===== config.mk =====
export PLATFORM = sky130hd
export DESIGN_NAME = pc_fetch_ctrl
export DESIGN_NICKNAME = d
export VERILOG_FILES = /design/src/rtl/pc_fetch_ctrl.sv
export SDC_FILE = /design/constraint.sdc
export NUM_CORES = 1
export LEC_CHECK = 0
export CAP_MARGIN = 20
export CELL_PAD_IN_SITES_DETAIL_PLACEMENT = 0
export CELL_PAD_IN_SITES_GLOBAL_PLACEMENT = 1
export CORE_MARGIN = 4
export CORE_UTILIZATION = 30
export CTS_CLUSTER_SIZE = 16
export DETAILED_ROUTE_END_ITERATION = 8
export PLACE_DENSITY_LB_ADDON = 0.1
export SLEW_MARGIN = 10
export SYNTH_ARGS = -nofsm -noshare
export SYNTH_HDL_FRONTEND = slang
export SYNTH_SLANG_ARGS = --single-unit
export TNS_END_PERCENT = 50

===== constraint.sdc =====
create_clock -name clock -period 2.3 [get_ports clock]
set_clock_uncertainty 0.1 [all_clocks]
set_input_delay 0.575 -clock clock [delete_from_list [all_inputs] [get_ports clock]]
set_output_delay 0.575 -clock clock [all_outputs]
set_load 0.03 [all_outputs]

===== src/rtl/pc_fetch_ctrl.sv =====
// Fetch sequencer: walks IDLE->ADDR->REQ->HOLD, pulses the PC and hands fetched words to the datapath.
// Define FETCH_TIMEOUT_EN to bound the memory wait at MAX_WAIT cycles with a sticky fetch_err.
module pc_fetch_ctrl #(
   parameter int ADDR_W   = 12,
   parameter int DATA_W   = 16,
   parameter int MAX_WAIT = 15
) (
   input  logic              clock,
   input  logic              reset,
   input  logic              run,
   input  logic              flush_req,
   input  logic              rewind_req,
   input  logic [ADDR_W-1:0] pc_addr,
   output logic              pc_inc,
   output logic              pc_dec,
   output logic              pc_flush,
   output logic              pc_out_en,
   output logic              mem_req,
   output logic [ADDR_W-1:0] mem_addr,
   input  logic              mem_ready,
   input  logic [DATA_W-1:0] mem_rdata,
   output logic              instr_valid,
   output logic [DATA_W-1:0] instr_data,
   input  logic              instr_ack,
   output logic              busy,
   output logic              fetch_err
);

   typedef enum logic [1:0] {IDLE, ADDR, REQ, HOLD} state_t;

   state_t     state;
   logic [1:0] dec_left;
   logic       resume_run;

   if (MAX_WAIT < 1) begin : g_bad_max_wait
      $error("MAX_WAIT must be at least 1");
   end

`ifdef FETCH_TIMEOUT_EN
   localparam int WAIT_W = $clog2(MAX_WAIT + 1);
   logic [WAIT_W-1:0] wait_cnt;
`else
   assign fetch_err = 1'b0;
`endif

   always_ff @(posedge clock or negedge reset) begin
      if (!reset) begin
         state       <= IDLE;
         dec_left    <= 2'd0;
         resume_run  <= 1'b0;
         pc_inc      <= 1'b0;
         pc_dec      <= 1'b0;
         pc_flush    <= 1'b0;
         pc_out_en   <= 1'b0;
         mem_req     <= 1'b0;
         mem_addr    <= '0;
         instr_valid <= 1'b0;
         instr_data  <= '0;
         busy        <= 1'b0;
`ifdef FETCH_TIMEOUT_EN
         wait_cnt    <= '0;
         fetch_err   <= 1'b0;
`endif
      end else begin
         pc_inc   <= 1'b0;
         pc_dec   <= 1'b0;
         pc_flush <= 1'b0;
         if (flush_req) begin
            // Flush overrides everything, including a same-cycle mem_ready and queued dec pulses.
            state       <= IDLE;
            busy        <= 1'b0;
            pc_flush    <= 1'b1;
            pc_out_en   <= 1'b0;
            mem_req     <= 1'b0;
            instr_valid <= 1'b0;
            dec_left    <= 2'd0;
            resume_run  <= 1'b0;
`ifdef FETCH_TIMEOUT_EN
            wait_cnt    <= '0;
            fetch_err   <= 1'b0;
`endif
         end else begin
            case (state)
               IDLE: begin
                  if (run) begin
                     state     <= ADDR;
                     busy      <= 1'b1;
                     pc_out_en <= 1'b1;
                  end
               end
               ADDR: begin
                  pc_out_en <= 1'b0;
                  mem_addr  <= pc_addr;
                  mem_req   <= 1'b1;
                  state     <= REQ;
`ifdef FETCH_TIMEOUT_EN
                  wait_cnt  <= '0;
`endif
               end
               REQ: begin
                  if (mem_ready) begin
                     instr_data  <= mem_rdata;
                     instr_valid <= 1'b1;
                     mem_req     <= 1'b0;
                     pc_inc      <= 1'b1;
                     state       <= HOLD;
                  end
`ifdef FETCH_TIMEOUT_EN
                  else if (wait_cnt == WAIT_W'(MAX_WAIT - 1)) begin
                     fetch_err <= 1'b1;
                     mem_req   <= 1'b0;
                     pc_flush  <= 1'b1;
                     state     <= IDLE;
                     busy      <= 1'b0;
                  end else begin
                     wait_cnt <= wait_cnt + WAIT_W'(1);
                  end
`endif
               end
               HOLD: begin
                  // A rewind issues two dec pulses back to back; ADDR waits until the PC has settled.
                  if (dec_left == 2'd2) begin
                     pc_dec   <= 1'b1;
                     dec_left <= 2'd1;
                  end else if (dec_left == 2'd1) begin
                     dec_left  <= 2'd0;
                     state     <= resume_run ? ADDR : IDLE;
                     pc_out_en <= resume_run;
                     busy      <= resume_run;
                  end else if (instr_ack) begin
                     instr_valid <= 1'b0;
                     if (rewind_req) begin
                        pc_dec     <= 1'b1;
                        dec_left   <= 2'd2;
                        resume_run <= run;
                     end else begin
                        state     <= run ? ADDR : IDLE;
                        pc_out_en <= run;
                        busy      <= run;
                     end
                  end
               end
               default: state <= IDLE;
            endcase
         end
      end
   end

endmodule


==> results of run 1 <==
flip-flops by register name, summed over array words and instances (netlist names):
signal	cells
pc_out_en	1
resume_run	1
pc_inc	1
mem_req	1
pc_dec	1
state	2
instr_valid	1
mem_addr	12
busy	1
pc_flush	1
instr_data	16
dec_left	2
stage by stage:
step | cell area, µm² | power (µW) | hold WS (ns)
final | 2690 | 3360 | 0.156
after detailed placement | 2610 | 2950 | 0.371
after CTS | 2690 | 3410 | 0.163
after global routing | 2690 | 3570 | 0.177
after global placement | 2610 | 2920 | 0.362
after floorplan | 1820 | 2180 | 0.179
logic make-up after synthesis:
family                   count (synthesis)  share of synthesized area
flip-flops                              40                      0.549
multiplexers                            33                      0.200
AND/OR/NAND/NOR                         29                     0.0892
AO/OA/AOI/OAI                           18                     0.0597
buffers and inverters                   13                     0.0377
adder cells (fa/ha/maj)                  9                     0.0618
other                                    1                    0.00206
cell usage after synthesis:
cell / n / area (µm²)
or3_1: 1 / 6.26
nor2_1: 7 / 26.3
o2111ai_1: 1 / 8.76
dfrtp_1: 40 / 1000
o41ai_1: 1 / 8.76
a21o_1: 1 / 7.51
nor3_2: 1 / 10.0
a31oi_1: 2 / 12.5
a21oi_1: 6 / 30.0
nand2b_1: 3 / 18.8
o21ai_0: 5 / 25.0
conb_1: 1 / 3.75
nor3_1: 2 / 10.0
a221oi_1: 1 / 8.76
or2_1: 1 / 6.26
buf_2: 1 / 5.00
ha_1: 9 / 113
buf_6: 2 / 22.5
buf_4: 1 / 7.51
clkbuf_1: 1 / 3.75
nand2b_2: 1 / 8.76
mux2i_1: 5 / 50.1
nor3b_1: 1 / 7.51
nand2_1: 4 / 15.0
nand3_1: 1 / 5.00
mux2_2: 28 / 315
nor4b_1: 1 / 8.76
inv_1: 8 / 30.0
o211ai_1: 1 / 7.51
or4_1: 2 / 15.0
and3_1: 1 / 6.26
nor2b_1: 3 / 18.8
where the power goes:
group	leakage, µW	total (µW)	internal (µW)	switching [µW]
Clock	0.0000400	442	205	237
Combinational	0.000620	1760	828	936
Sequential	0.000497	1150	997	153
final timing paths:
path | from | to | slack [ns] | depth (start not counted)
max | pc_out_en$_DFFE_PN0P_ | pc_out_en | 0.27 | 1
min | reset | mem_addr[3]$_DFFE_PN0P_ | 0.16 | 1
max reg2reg | state[0]$_DFFE_PN0P_ | instr_data[1]$_DFFE_PN0P_ | 0.44 | 6
min reg2reg | busy$_DFFE_PN0P_ | busy$_DFFE_PN0P_ | 0.39 | 1
max in group asynchronous | reset | pc_dec$_DFF_PN0_ | 1.39 | 2
min in group clock | busy$_DFFE_PN0P_ | busy$_DFFE_PN0P_ | 0.39 | 1
final cells by class:
cell class	instances	area, µm²	share of cell area
timing repair buffer	75	731	0.272
tap	75	93.8	0.0349
clock inverter	2	12.5	0.00465
clock buffer	5	68.8	0.0256
multi-input combinational	90	753	0.280
sequential	40	1000	0.372
inverter	8	30.0	0.0112
per-layer routing:
metal / part of all wire / global-route usage / wire, µm
met2: 0.46 / 0.177 / 1910
met3: 0.097 / 0.0461 / 399
met1: 0.43 / 0.155 / 1800
met4: 0.0056 / 0.0345 / 23
met5: 0 / 0 / 0
==> results.md, run 1 <==
* Status: complete, no violations
* CP top delay family: buffers and inverters
* 1st-pass router iterations at 4
* Initial Util at 0.308
* Syn nets at 187
* Max-Cap Viols at 0
* Inserted Diodes at 0
* Boundary pin count at 71
* Routed wire length at 4.13 mm
* Vias in the first global route at 1365
* Clock latency on the worst-skew pair at 0.28 ns
* Die span in y at 86.0 µm
* Leakage at 0.00116 µW
* Mapped Area at 0.00182 mm²
* Max-slew headroom at 0.658
* WP data arrival at 1.36 ns
* Fin worst setup slack at 0.269 ns
* Number of port buffers at 69
* Post CTS Setup Buffer Count at 0
* Largest net degree at the start of global routing at 25
* Antenna-violating nets left at 0
* Filler instances at 546
* TritonCTS Sinks at 40
* Post-route setup TNS at 0 ns
* Initial DRC Count at 33
* Final hold vios at 0
* Total overflow reported by the global router at 0
* Crit-path cells: clkdlybuf4s50_1
* Die X at 86.0 µm
* CTS buffer count at 5
* Seq cells post-synth at 40
* Clk buf depth at 2
* Fin crit period at 2.03 ns
* CTS H-tree lvls at 2
* CP Class: reg2out
* Measured slew at the worst slew-check pin at 0.513 ns
* Commonest non-fill, non-tap cell in the layout: clkdlybuf4s50_1
* GRT Util Overall at 0.117
* Initial antenna violation count at 0
* Slowest stage cell on the critical path: clkdlybuf4s50_1
* Final period utilization at 0.883
* Worst setup SP type: flop
* CTS tree: yes
* Slowest cell delay on critical path at 0.69 ns
* Final routed DRC violation total at 0
* P&R area growth vs syn at 47.6%
* Final Slew Violations at 0
* Root Driver: clkbuf_8
* Place WS at 0.0822 ns
* Share of layout cells above drive strength 1 at 0.200
* Final setup vio count at 0
* Core Util, Final at 0.454
* Post-DP HPWL at 3.19 mm
* First-pass GRT wire length at 6.84 mm
* Warnings, synthesis at 0
* Req. time, crit path at 1.62 ns
* CP Max Fanout at 3
* Max Fclk at 492 MHz
* CP Capture Type: primary output
* Buf+Inv Stages, Crit Path at 1
* Power density over the cells at 1250 mW/mm²
* Dpl cells at 288
* Core Area at 0.00592 mm²
* Avg Inst Size Synth at 12.7 µm²
* Placer Congestion at 0.756
* Seq/Total Area, Yosys at 0.549
* Detailed-route via count at 1339
* RSZ-0062 raised after global routing: false
* Core Rows at 28
* Hold Path Class: in2async
* Via density at 4.54
* Reg clk slew, reported paths at 0.08 ns
* Post-Synthesis Cells at 143
* Most frequent cells in the layout: clkdlybuf4s50_1, dfrtp_1, mux2_2, ha_1, inv_1
* Synth cell types at 32
* PostCTS Resize Cnt at 0
* Max IR drop VDD at 0.624 mV
* Hold buffer count at CTS at 0
* Post-Layout Cell Count at 295
* Die area at 0.00739 mm²
* Net count, final at 264
* Per-cell routed wire length at 14.0 µm
No activity file was read; power rests on OpenSTA's default activity.
==> run 2: changes to the inputs <==
--- a/config.mk
+++ b/config.mk
@@ -12,6 +12,7 @@
 export CORE_UTILIZATION = 30
 export CTS_CLUSTER_SIZE = 16
 export DETAILED_ROUTE_END_ITERATION = 8
+export GPL_ROUTABILITY_DRIVEN = 0
 export PLACE_DENSITY_LB_ADDON = 0.1
 export SLEW_MARGIN = 10
 export SYNTH_ARGS = -nofsm -noshare
==> results of run 2 <==
No change in the layout: final DEF, timing and power equal those of run 1.
==> run 3: changes to the inputs <==
--- a/config.mk
+++ b/config.mk
@@ -10,7 +10,6 @@
 export CELL_PAD_IN_SITES_GLOBAL_PLACEMENT = 1
 export CORE_MARGIN = 4
 export CORE_UTILIZATION = 30
-export CTS_CLUSTER_SIZE = 16
 export DETAILED_ROUTE_END_ITERATION = 8
 export GPL_ROUTABILITY_DRIVEN = 0
 export PLACE_DENSITY_LB_ADDON = 0.1
==> results of run 3 <==
No change in the layout: final DEF, timing and power equal those of run 1.
==> patch (settings of run 3) <==
Set the parameter `DATA_W` to 14 (it was 16).
--- a/src/rtl/pc_fetch_ctrl.sv
+++ b/src/rtl/pc_fetch_ctrl.sv
@@ -4,3 +4,3 @@
    parameter int ADDR_W   = 12,
-   parameter int DATA_W   = 16,
+   parameter int DATA_W   = 14,
    parameter int MAX_WAIT = 15
Interface: changed (resized instr_data and mem_rdata); port bits go from 71 to 67. No check against the original RTL was run, so the function may have changed too.
==> patch against run 3 <==
Critical path depth rose by 4; worst setup slack got worse by 1.8 ps; worst hold slack improved by 70 ps; global-route usage barely moved; highest routed layer unchanged; routed wire length fell by 2.7%; sequential power fell by 5%; final area fell by 3.5%; total power fell by 3.8%; count of clock-buffer cells in the layout rose by 1; non-clock buffer count fell by 4; synthesized area fell by 3.9%; sequential cell count fell by 2; critical path type is now reg -> reg; first-iteration DRC count fell by 12%.
==> patch: results (changes against run 3) <==
metric,value,unit,change
synth cell count leaders,"dfrtp_1 (38), mux2_2 (26), ha_1 (9), inv_1 (9), nor2_1 (8)",,"was dfrtp_1 (40), mux2_2 (28), ha_1 (9)"
# nets final,255,,was 264
sequential area share after synthesis,54.3,%,was 54.9%
ranking of synthesized cells by area,"dfrtp_1 (54%), mux2_2 (17%), ha_1 (6.4%), mux2i_1 (2.9%), inv_1 (1.9%)",,"was dfrtp_1 (55%), mux2_2 (17%), ha_1 (6.2%), mux2i_1 (2.7%), a21oi_1 (1.6%)"
mux contribution to synthesized area,19.6,%,was 20.0%
worst vdd ir,0.473,mV,was 0.624 mV
placed insts,278,,was 288
post-DP HPWL,3.08,mm,was 3.19 mm
P_leak,0.00111,µW,was 0.00116 µW
largest net degree at the start of global routing,39,,was 25
post-synth net total,182,,was 187
"Distinct cells, synth",33,,was 32
first-pass GRT wire length,6.66,mm,was 6.84 mm
Top Registers,"instr_data x14, mem_addr x12",,"was instr_data x16, mem_addr x12"
via/cell ratio,4.57,,was 4.54
share of cells above drive strength 1,20.1,%,was 20.0%
metal3 WL,257,µm,was 399 µm
Crit Path Max Fanout,15,,was 3
area share of fa/ha/maj cells after synthesis,6.43,%,was 6.18%
vias in the first global route,1357,,was 1365
slowest cell delay on critical path,520,ps,was 690 ps
Rel. slew slack,56.7,%,was 65.8%
status,"complete, no violations",,unchanged
Top Family by Delay on Critical Path,simple AND/OR/NAND/NOR gates,,was buffers and inverters
wl on met1,1.73,mm,was 1.80 mm
Critical-path top delay cell,or2_1,,was clkdlybuf4s50_1
DR WL met2,1.98,mm,was 1.91 mm
dpl ws,-9.20,ps,was 82.2 ps
final std cells w/o fill,286,,was 295
fillcell total,527,,was 546
DRT iter0 DRCs,29,,was 33
PortBufs,65,,was 69
## patch: cell type report
class                           instances  share of cell area [%]
Sequential cell                        38                    36.6
Multi-Input combinational cell         88                    28.3
Inverter                                9                    1.30
Timing Repair Buffer                   71                    26.6
Clock buffer                            6                    3.18
Clock inverter                          2                   0.482
Tap cell                               72                    3.47
## patch: cells by family after synthesis
logic type / after synthesis
flip-flops: 38
buffers and inverters: 14
other: 1
AND/OR/NAND/NOR: 31
multiplexers: 31
AO/OA/AOI/OAI: 16
adder cells (fa/ha/maj): 9
## patch: final timing paths
check                                   start             to  slack, ps  depth (start not counted)
worst max-delay path                 state[0]  instr_data[9]        270                          5
worst min-delay path                    reset  instr_data[0]        230                          2
worst max register to register       state[0]  instr_data[9]        270                          5
worst min register to register  instr_data[2]  instr_data[2]        410                          1
max in group asynchronous               reset         pc_dec       1520                          2
min in group clock              instr_data[2]  instr_data[2]        410                          1
## patch: per-stage QoR
| step | utilization [%] | total power (µW) | cell area (µm²) |
|---|---|---|---|
| floorplan | - | 2070 | 1750 |
| global placement | 44.8 | 2760 | 2500 |
| detailed placement | 44.8 | 2800 | 2500 |
| CTS | 46.6 | 3290 | 2590 |
| global route | 46.6 | 3410 | 2590 |
| finish | 46.6 | 3230 | 2590 |
## patch: power breakdown
part,internal [µW],switching [µW]
Clock,241,228
Sequential,944,144
Combinational,783,890
## patch: per-layer routing
layer,GRT usage (%),up-vias
met1,14.2,628
met3,3.83,5
met4,3.88,0
met2,19.6,41
met5,0,-
li1,-,632
